### src/rtl/add_sched_pkg.sv
// Shared types and defaults for the round-robin adder scheduler.
package add_sched_pkg;

  typedef enum logic [1:0] {
    IDLE  = 2'd0,
    PASS1 = 2'd1,
    PASS2 = 2'd2,
    RESP  = 2'd3
  } state_t;

  localparam logic OP_ADD = 1'b0;
  localparam logic OP_SUB = 1'b1;

  localparam int N_REQ_DEF = 4;
  localparam int W_DEF     = 32;

endpackage

### src/rtl/add_all1.sv
// 32-bit ripple-carry adder, purely combinational.
module add_all1 #(
  parameter int W = 32
) (
  input  logic [W-1:0] a,
  input  logic [W-1:0] b,
  input  logic         cin,
  output logic [W-1:0] sum,
  output logic         cout
);

  logic [W:0] carry;

  always_comb begin
    carry[0] = cin;
    for (int i = 0; i < W; i++) begin
      sum[i]     = a[i] ^ b[i] ^ carry[i];
      carry[i+1] = (a[i] & b[i]) | (carry[i] & (a[i] ^ b[i]));
    end
    cout = carry[W];
  end

endmodule

### src/rtl/add_rr_pick.sv
// Combinational round-robin picker: first valid requester at or after ptr.
module add_rr_pick
  import add_sched_pkg::*;
#(
  parameter int N_REQ = N_REQ_DEF,
  parameter int IW    = $clog2(N_REQ)
) (
  input  logic [N_REQ-1:0] req_valid,
  input  logic [IW-1:0]    ptr,
  output logic [N_REQ-1:0] grant,
  output logic [IW-1:0]    idx,
  output logic             any
);

  logic [IW-1:0] j;

  // N_REQ is a power of two, so ptr + k wraps modulo N_REQ for free.
  always_comb begin
    grant = '0;
    idx   = '0;
    any   = 1'b0;
    j     = '0;
    for (int k = 0; k < N_REQ; k++) begin
      j = ptr + IW'(k);
      if (!any && req_valid[j]) begin
        any      = 1'b1;
        idx      = j;
        grant[j] = 1'b1;
      end
    end
  end

endmodule

### src/rtl/add_sched.sv
// Shares one ripple adder among N_REQ requesters; SUB takes two passes (a + ~b, then +1).
module add_sched
  import add_sched_pkg::*;
#(
  parameter int N_REQ = N_REQ_DEF,
  parameter int W     = W_DEF
) (
  input  logic                       clk,
  input  logic                       rst,
  input  logic [N_REQ-1:0]           req_valid,
  output logic [N_REQ-1:0]           req_ready,
  input  logic [N_REQ*W-1:0]         req_a,
  input  logic [N_REQ*W-1:0]         req_b,
  input  logic [N_REQ-1:0]           req_op,
  output logic                       rsp_valid,
  input  logic                       rsp_ready,
  output logic [$clog2(N_REQ)-1:0]   rsp_id,
  output logic [W-1:0]               rsp_sum,
  output logic                       rsp_cout,
  output logic                       busy
);

  localparam int IW = $clog2(N_REQ);

  state_t         state;
  logic [IW-1:0]  ptr;
  logic [W-1:0]   a_r, b_r, sum1_r;
  logic           op_r, c1_r;
  logic [IW-1:0]  id_r;

  logic [N_REQ-1:0] grant;
  logic [IW-1:0]    gidx;
  logic             gany;

  logic [W-1:0] add_a, add_b, add_sum;
  logic         add_cout;

  add_rr_pick #(.N_REQ(N_REQ), .IW(IW)) u_pick (
    .req_valid (req_valid),
    .ptr       (ptr),
    .grant     (grant),
    .idx       (gidx),
    .any       (gany)
  );

  add_all1 #(.W(W)) u_add (
    .a    (add_a),
    .b    (add_b),
    .cin  (1'b0),
    .sum  (add_sum),
    .cout (add_cout)
  );

  assign req_ready = (!rst && state == IDLE) ? grant : '0;
  assign busy      = (state != IDLE);

  // Adder inputs are held at zero outside the two passes.
  always_comb begin
    add_a = '0;
    add_b = '0;
    case (state)
      PASS1: begin
        add_a = a_r;
        add_b = (op_r == OP_SUB) ? ~b_r : b_r;
      end
      PASS2: begin
        add_a = sum1_r;
        add_b = W'(1);
      end
      default: ;
    endcase
  end

  always_ff @(posedge clk) begin
    if (rst) begin
      state     <= IDLE;
      ptr       <= '0;
      rsp_valid <= 1'b0;
      rsp_sum   <= '0;
      rsp_cout  <= 1'b0;
      rsp_id    <= '0;
    end else begin
      case (state)
        IDLE: begin
          if (gany) begin
            a_r   <= req_a[gidx*W +: W];
            b_r   <= req_b[gidx*W +: W];
            op_r  <= req_op[gidx];
            id_r  <= gidx;
            ptr   <= gidx + IW'(1);
            state <= PASS1;
          end
        end
        PASS1: begin
          sum1_r <= add_sum;
          c1_r   <= add_cout;
          if (op_r == OP_SUB) begin
            state <= PASS2;
          end else begin
            rsp_sum   <= add_sum;
            rsp_cout  <= add_cout;
            rsp_id    <= id_r;
            rsp_valid <= 1'b1;
            state     <= RESP;
          end
        end
        PASS2: begin
          // Either pass carrying out means no borrow occurred.
          rsp_sum   <= add_sum;
          rsp_cout  <= c1_r | add_cout;
          rsp_id    <= id_r;
          rsp_valid <= 1'b1;
          state     <= RESP;
        end
        RESP: begin
          if (rsp_ready) begin
            rsp_valid <= 1'b0;
            state     <= IDLE;
          end
        end
        default: state <= IDLE;
      endcase
    end
  end

endmodule

### config.mk
export PLATFORM = sky130hd
export DESIGN_NAME = add_sched
export DESIGN_NICKNAME = d
export VERILOG_FILES = /design/src/rtl/add_sched_pkg.sv /design/src/rtl/add_all1.sv /design/src/rtl/add_rr_pick.sv /design/src/rtl/add_sched.sv
export SDC_FILE = /design/constraint.sdc
export NUM_CORES = 1
export LEC_CHECK = 0
export ABC_AREA = 1
export BUFFER_PORTS_ARGS = -buffer_cell sky130_fd_sc_hd__buf_2
export CAP_MARGIN = 20
export CORE_ASPECT_RATIO = 1.75
export CORE_MARGIN = 1.5
export CORE_UTILIZATION = 51
export DETAILED_ROUTE_END_ITERATION = 8
export PLACE_DENSITY_LB_ADDON = 0.12
export SLEW_MARGIN = 20
export SYNTH_ARGS = -nofsm -noshare
export SYNTH_HDL_FRONTEND = slang
export SYNTH_SLANG_ARGS = --single-unit
### constraint.sdc
create_clock -name clk -period 13.6 [get_ports clk]
set_input_delay 0.68 -clock clk [delete_from_list [all_inputs] [get_ports clk]]
set_output_delay 0.68 -clock clk [all_outputs]
set_load 0.02 [all_outputs]
After elaboration in Yosys (flattened, before gate mapping)
Index checks and enable logic that the tools add are counted.
{"block": "totals", "regBits": 140, "input_bits": 267, "output_inout_bits": 41, "wordCells": 265}
{"block": "op_classes", "addsub": 4, "magnitude_cmp": 9, "eq_ne": 6, "shift": 2, "mux": 47, "n_bitwise": 163, "reduce_logical": 22}
{"operator": "128-bit by 8-bit indexed part select with 32-bit output", "n": 2}
{"operator": "32-bit case mux with 2 select lines", "n": 3}
{"operator": "32-bit two-way mux", "n": 2}
{"operator": "1-bit bitwise AND", "n": 63}
{"operator": "1-bit XOR", "n": 63}
{"operator": "32-bit NOT", "n": 1}
{"operator": "1-bit bitwise OR", "n": 32}
{"operator": "4-bit two-way mux", "n": 5}
{"operator": "1-bit two-way mux", "n": 17}
{"operator": "2-bit by 3-bit < comparator with 1-bit output, second input constant", "n": 5}
{"operator": "2-bit two-way mux", "n": 7}
{"operator": "4-bit bitwise OR", "n": 3}
{"operator": "1-bit binary-select mux with 2-bit select", "n": 5}
{"operator": "1-bit demux with 2-bit select", "n": 4}
{"operator": "2-bit by 1-bit >= comparator with 1-bit output, second input constant", "n": 4}
{"operator": "1-bit logical AND", "n": 8}
{"operator": "2-bit case mux with 4 select lines", "n": 1}
{"operator": "2-bit AND reduction", "n": 4}
{"operator": "2-bit inequality test, second input constant", "n": 3}
{"operator": "3-bit AND reduction", "n": 2}
{"operator": "2-bit by 1-bit adder with 2-bit output, second input constant", "n": 2}
{"operator": "2-bit adder, second input constant", "n": 2}
{"operator": "2-bit == test, second input constant", "n": 2}
{"operator": "1-bit logical NOT", "n": 4}
{"operator": "other kinds (8)", "n": 9}

Depth between registers and ports, before layout
{"block": "depth", "ltp_word": 68, "mapped_depth": 42, "depth_no_buf": 42}

Modules after synthesis
A second synthesis with hierarchy kept.
{"block": "unflattened", "cells_unflattened": 982, "area_unflattened_um2": 8448.1}
{"module": "add_sched", "n_inst": 1, "cells_per_inst": 866, "area_each_um2": 7329.5, "seq_area_each_um2": 3803.6}
{"module": "add_all1", "n_inst": 1, "cells_per_inst": 42, "area_each_um2": 678.2, "seq_area_each_um2": 0.0}
{"module": "add_rr_pick", "n_inst": 1, "cells_per_inst": 74, "area_each_um2": 440.4, "seq_area_each_um2": 0.0}

Least setup slack after synthesis
No wires, ideal clock.
{"block": "synth_timing", "path_kind": "register -> register", "start": "register state[0]", "end": "register sum1_r[31], data pin", "setup_time_ns": 0.130, "arrival_ns": 10.594, "required_ns": 13.470, "slack_ns": 2.876, "path_stages_with_launch": 41, "n_path_buf": 1, "period_less_slack_ns": 10.724, "cell_sequence": "dfxtp_1 > inv_1 > ha_1 > nand2_1 > inv_1 > clkbuf_1 > a22o_1 > ha_1 > fa_1 > fa_1 > fa_1 > fa_1 > fa_1 > fa_1 > fa_1 > fa_1 > fa_1 > fa_1 > [... 5 more ...] > fa_1 > inv_1 > fa_1 > fa_1 > fa_1 > fa_1 > fa_1 > fa_1 > fa_1 > fa_1 > fa_1 > fa_1 > fa_1 > fa_1 > fa_1 > fa_1 > fa_1 > inv_1"}
{"block": "synth_via", "elab_chain_len": 64, "word_cells_on_any_way": 127, "cone_classes": "2 x eq/ne; 2 x mux; 123 x bitwise"}
{"element": "from (decl)", "line": "add_sched.sv:25", "source": "state_t state;"}
{"element": "from (signal assigned)", "line": "add_sched.sv:76", "source": "state <= IDLE;"}
{"element": "from (signal assigned)", "line": "add_sched.sv:91", "source": "state <= PASS1;"}
{"element": "from (signal assigned)", "line": "add_sched.sv:98", "source": "state <= PASS2;"}
{"element": "2-bit == test or 2-bit by 1-bit == test with 1-bit output (tied branches)", "line": "add_sched.sv:61", "source": "case (state)"}
{"element": "32-bit case mux with 2 select lines", "line": "add_sched.sv:61"}
{"element": "1-bit bitwise AND or 1-bit XOR (tied branches)", "line": "add_all1.sv:18", "source": "carry[i+1] = (a[i] & b[i]) | (carry[i] & (a[i] ^ b[i]));"}
{"element": "1-bit bitwise AND", "line": "add_all1.sv:18"}
{"element": "1-bit bitwise OR", "line": "add_all1.sv:18"}
{"element": "1-bit bitwise AND", "line": "add_all1.sv:18"}
{"element": "1-bit bitwise OR", "line": "add_all1.sv:18"}
{"element": "1-bit bitwise AND", "line": "add_all1.sv:18"}
{"element": "[... 49 more ...]"}
{"element": "1-bit bitwise AND", "line": "add_all1.sv:18"}
{"element": "1-bit bitwise OR", "line": "add_all1.sv:18"}
{"element": "1-bit bitwise AND", "line": "add_all1.sv:18"}
{"element": "1-bit bitwise OR", "line": "add_all1.sv:18"}
{"element": "1-bit bitwise AND", "line": "add_all1.sv:18"}
{"element": "1-bit bitwise OR", "line": "add_all1.sv:18"}
{"element": "1-bit XOR *", "line": "add_all1.sv:17", "source": "sum[i] = a[i] ^ b[i] ^ carry[i];"}
{"element": "net add_sum[31]", "line": "add_sched.sv:35", "source": "logic [W-1:0] add_a, add_b, add_sum;"}
{"element": "to (signal assigned)", "line": "add_sched.sv:95", "source": "sum1_r <= add_sum;"}
{"element": "to (decl)", "line": "add_sched.sv:27", "source": "logic [W-1:0] a_r, b_r, sum1_r;"}
The timed path passes the listed nets; every way through them passes the cells marked *.
A chain may end at the register's enable or synchronous reset.

Worst setup path in the final report
{"block": "layout_timing", "start": "register state[0]", "end": "register rsp_sum[31]"}
{"block": "layout_via", "elab_chain_len": 66, "word_cells_on_any_way": 132, "cone_classes": "3 x eq/ne; 4 x mux; 123 x bitwise; 2 x reduce/logical"}
{"element": "2-bit == test or 2-bit by 1-bit == test with 1-bit output (tied branches)", "line": "add_sched.sv:61, add_sched.sv:83"}
{"element": "32-bit case mux with 2 select lines", "line": "add_sched.sv:61"}
{"element": "1-bit bitwise AND or 1-bit XOR (tied branches)", "line": "add_all1.sv:18"}
{"element": "1-bit bitwise AND", "line": "add_all1.sv:18"}
{"element": "1-bit bitwise OR", "line": "add_all1.sv:18"}
{"element": "1-bit bitwise AND", "line": "add_all1.sv:18"}
{"element": "1-bit bitwise OR", "line": "add_all1.sv:18"}
{"element": "1-bit bitwise AND", "line": "add_all1.sv:18"}
{"element": "[... 50 more ...]"}
{"element": "1-bit bitwise OR", "line": "add_all1.sv:18"}
{"element": "1-bit bitwise AND", "line": "add_all1.sv:18"}
{"element": "1-bit bitwise OR", "line": "add_all1.sv:18"}
{"element": "1-bit bitwise AND", "line": "add_all1.sv:18"}
{"element": "1-bit bitwise OR", "line": "add_all1.sv:18"}
{"element": "1-bit XOR", "line": "add_all1.sv:17"}
{"element": "32-bit two-way mux", "line": "add_sched.sv:97", "source": "if (op_r == OP_SUB) begin"}
{"element": "32-bit case mux with 2 select lines", "line": "add_sched.sv:83", "source": "case (state)"}
{"element": "to (signal assigned)", "line": "add_sched.sv:100", "source": "rsp_sum <= add_sum;"}
{"element": "to (signal assigned)", "line": "add_sched.sv:109", "source": "rsp_sum <= add_sum;"}
{"element": "to (decl)", "line": "add_sched.sv:18", "source": "output logic [W-1:0] rsp_sum,"}
Several ways; a longest one is shown, not always the timed one. The select of a mux whose other input is x is not followed.

==> summary.txt <==
Switch share = 47.30%
CTS Root Cell = clkbuf_16
Cell Area, Placed = 0.01021 mm²
RSZ-0062 raised after global routing = false
Starting DRC count in detailed routing = 447
HP Class = flip-flop to flip-flop
Vias/cell = 5.195
Die Ht = 175.3 µm
Initial antenna violation count = 1
Ys async rst share = 0%
Final ANT Viol Nets = 0
Crit path capture type = flip-flop
MaxCap Viol Count = 0
Sink Count = 140
Dpl cells = 1,516
Post-synth top cells = nor2_1 (178), o21ai_0 (147), inv_1 (107)
Worst r2r src = state[0]
Share of cells above drive strength 1 = 28.63%
Total of fill cells in the finished design = 1,502
Max FO, Critical Path = 32
Slew @ Worst Pin = 1.016 ns
Total iterations of the first detailed-routing run = 5
Combinational share of power = 53.6%
Mean area per synthesized cell = 8.291 µm²
First-pass GRT wire length = 38.64 mm
Worst hold start = id_r[0]
Seq/Total Area, Yosys = 43.94%
Postcts setup bufs = 0
CP startpoint kind = flip-flop
Post-Synthesis Net Count = 1,356
Layout Skew = 0.01171 ns
Top-area cell type share of the netlist area = 34.69%
CP most frequent cell = fa_1
Total Power = 2.924 mW
Vias in the first global route = 7,551
Max incr delay on CP = 0.45 ns
Setup TNS = 0 ns
Clk slew on worst S/H paths = 0.06 ns
Internal cell power = 1.541 mW
WP data required = 13.95 ns
Fin area = 0.01084 mm²
WP data arrival = 12.29 ns
Slowest CP cell = fa_1
GRT Residual Overflow = 0
Synth Register Bits = 140
Storage cell area = 0.003804 mm²
Final std cells w/o fill = 1,550
Distinct cells, synth = 36
Clock power frac = 16.5%
Nets = 1,623
Worst-skew pair later-pin latency = 0.42 ns
Buf+Inv Stages, Crit Path = 4
P_leak = 5.137 nW
Yosys warns = 0
CP startpoint = state[0]
Largest net degree at the start of global routing = 102
CTS tree = built
GP Congestion = 0.8787
Top cells by area, synth = edfxtp_1 (35%), dfxtp_1 (9.3%), o21ai_0 (8.5%), nor2_1 (7.7%), fa_1 (7.2%)
Hold_buf cts = 0
Number of H-tree levels = 4
Fin crit period = 11.94 ns
Multi-input gate area = 0.004080 mm²
Endpoints failing setup = 0
Max-slew violations = 0
WL final = 24.89 mm
DR vias = 8,052
Post_cts resized = 0
Boundary pin count = 308
Status = finished, final reports clean
Synthesized area = 0.008656 mm²
Routed WL per cell = 16.05 µm
Area growth syn-to-layout = 25.24%
Port Buffer Count = 307
Top FF cell, synth = edfxtp_1
Pwr dens = 269.7 mW/mm²
DIE AREA = 0.01779 mm²
HPWL after DPL = 18.92 mm
CTS Buf Count = 17
Peak supply drop = 0.1777 mV
Leading cell type by number of instances after synthesis = nor2_1
Hold slack = 0.4723 ns
Post-route DRC = 0
Critical path's top delay family = adder cells
Max Buffers Root-to-Sink = 2
Cell Rows = 62
Final period util = 87.80%
NetSw = 1.383 mW
Initial Utilization = 52.39%
Crit Path Class = flip-flop to flip-flop
Reg power frac = 29.9%
DIE WIDTH = 101.5 µm
Worst slew margin = 32.08%
CORE AREA = 0.01652 mm²
GRT Total Usage = 28.44%
Synth area leader = edfxtp_1
Final-report hold violation count = 0
Fmax = 83.75 MHz
Post-synth EDFFs = 100
Syn Inst Count = 1,044
[power by group through the flow]
stage	clock [mW]	combinational, mW	sequential [mW]
2_1_floorplan	0	1.18	0.867
3_3_place_gp	0	1.55	0.877
3_5_place_dp	0	1.58	0.879
4_1_cts	0.488	1.59	0.875
5_1_grt	0.503	1.78	0.892
6_report	0.481	1.57	0.876
[cell usage in the layout (no fill, tap or decap), types with 3 or more instances in the layout]
| cell type | count |
|---|---|
| nor2_4 | 3 |
| clkbuf_16 | 19 |
| nand3_1 | 4 |
| inv_4 | 3 |
| fa_1 | 31 |
| inv_6 | 5 |
| a22oi_1 | 15 |
| dfxtp_1 | 40 |
| edfxtp_1 | 100 |
| nand2_1 | 106 |
| o21ai_0 | 147 |
| o21a_1 | 16 |
| nand3_2 | 4 |
| o22ai_1 | 4 |
| nand2_2 | 11 |
| ha_1 | 14 |
| inv_1 | 107 |
| a21oi_1 | 57 |
| inv_2 | 4 |
| nand4_1 | 3 |
| o21ai_1 | 102 |
| buf_4 | 10 |
| nor2_1 | 175 |
| buf_2 | 307 |
| a22o_1 | 17 |
[logic make-up (layout without fill, tap and decap cells)]
logic type | Yosys count | count (layout) | synth area share [%]
AO/OA/AOI/OAI | 361 | 361 | 22.65
AND/OR/NAND/NOR | 315 | 315 | 14.93
buffers and inverters | 183 | 463 | 9.280
flip-flops | 140 | 140 | 43.94
adder cells (fa/ha/maj) | 45 | 45 | 9.193
other | 0 | 2 | 0
[layer usage]
metal  vias up  part of all wire, %  GRT usage [%]
met5         -                    0              0
met4         0                  1.3          6.829
met3        28                  6.3          4.934
met2       319                   52          49.02
met1      3663                   41          36.97
li1       4042                    -              -
[flip-flops by register name, summed over array words and instances, names as in the netlist]
name and flops:
id_r 2, rsp_cout 1, rsp_valid 1, sum1_r 32, a_r 32, c1_r 1
op_r 1, ptr 2, rsp_sum 32, b_r 32, rsp_id 2, state 2
[cell type report]
cell class                 instances  area share, %
antenna                            2        0.04617
clock buffer                      19          4.386
clock inverter                    13          1.374
inverter                         114          4.017
multi-input combinational        721          37.64
sequential                       140          35.09
tap                              224          2.585
timing repair buffer             317          14.87
[path summary, 6_finish.rpt]
path,end,slack (ns),depth (start not counted)
min reg2reg,rsp_id[0],0.47,2
min,rsp_id[0],0.47,2
max,rsp_sum[31],1.66,40
max reg2reg,rsp_sum[31],1.66,40
[worst min-delay path: stages, from the launching register on]
cell and delay (ns):
edfxtp_1 0.32, nor2_1 0.04, nor2_1 0.08
[stage by stage]
step	worst slack, ns	util [%]
floorplan	2.876	-
detailed placement	1.784	61.80
finish	1.659	65.61
CTS	1.704	65.58
global route	1.116	65.58
global placement	1.977	61.80
No activity file was read; power rests on OpenSTA's default activity.
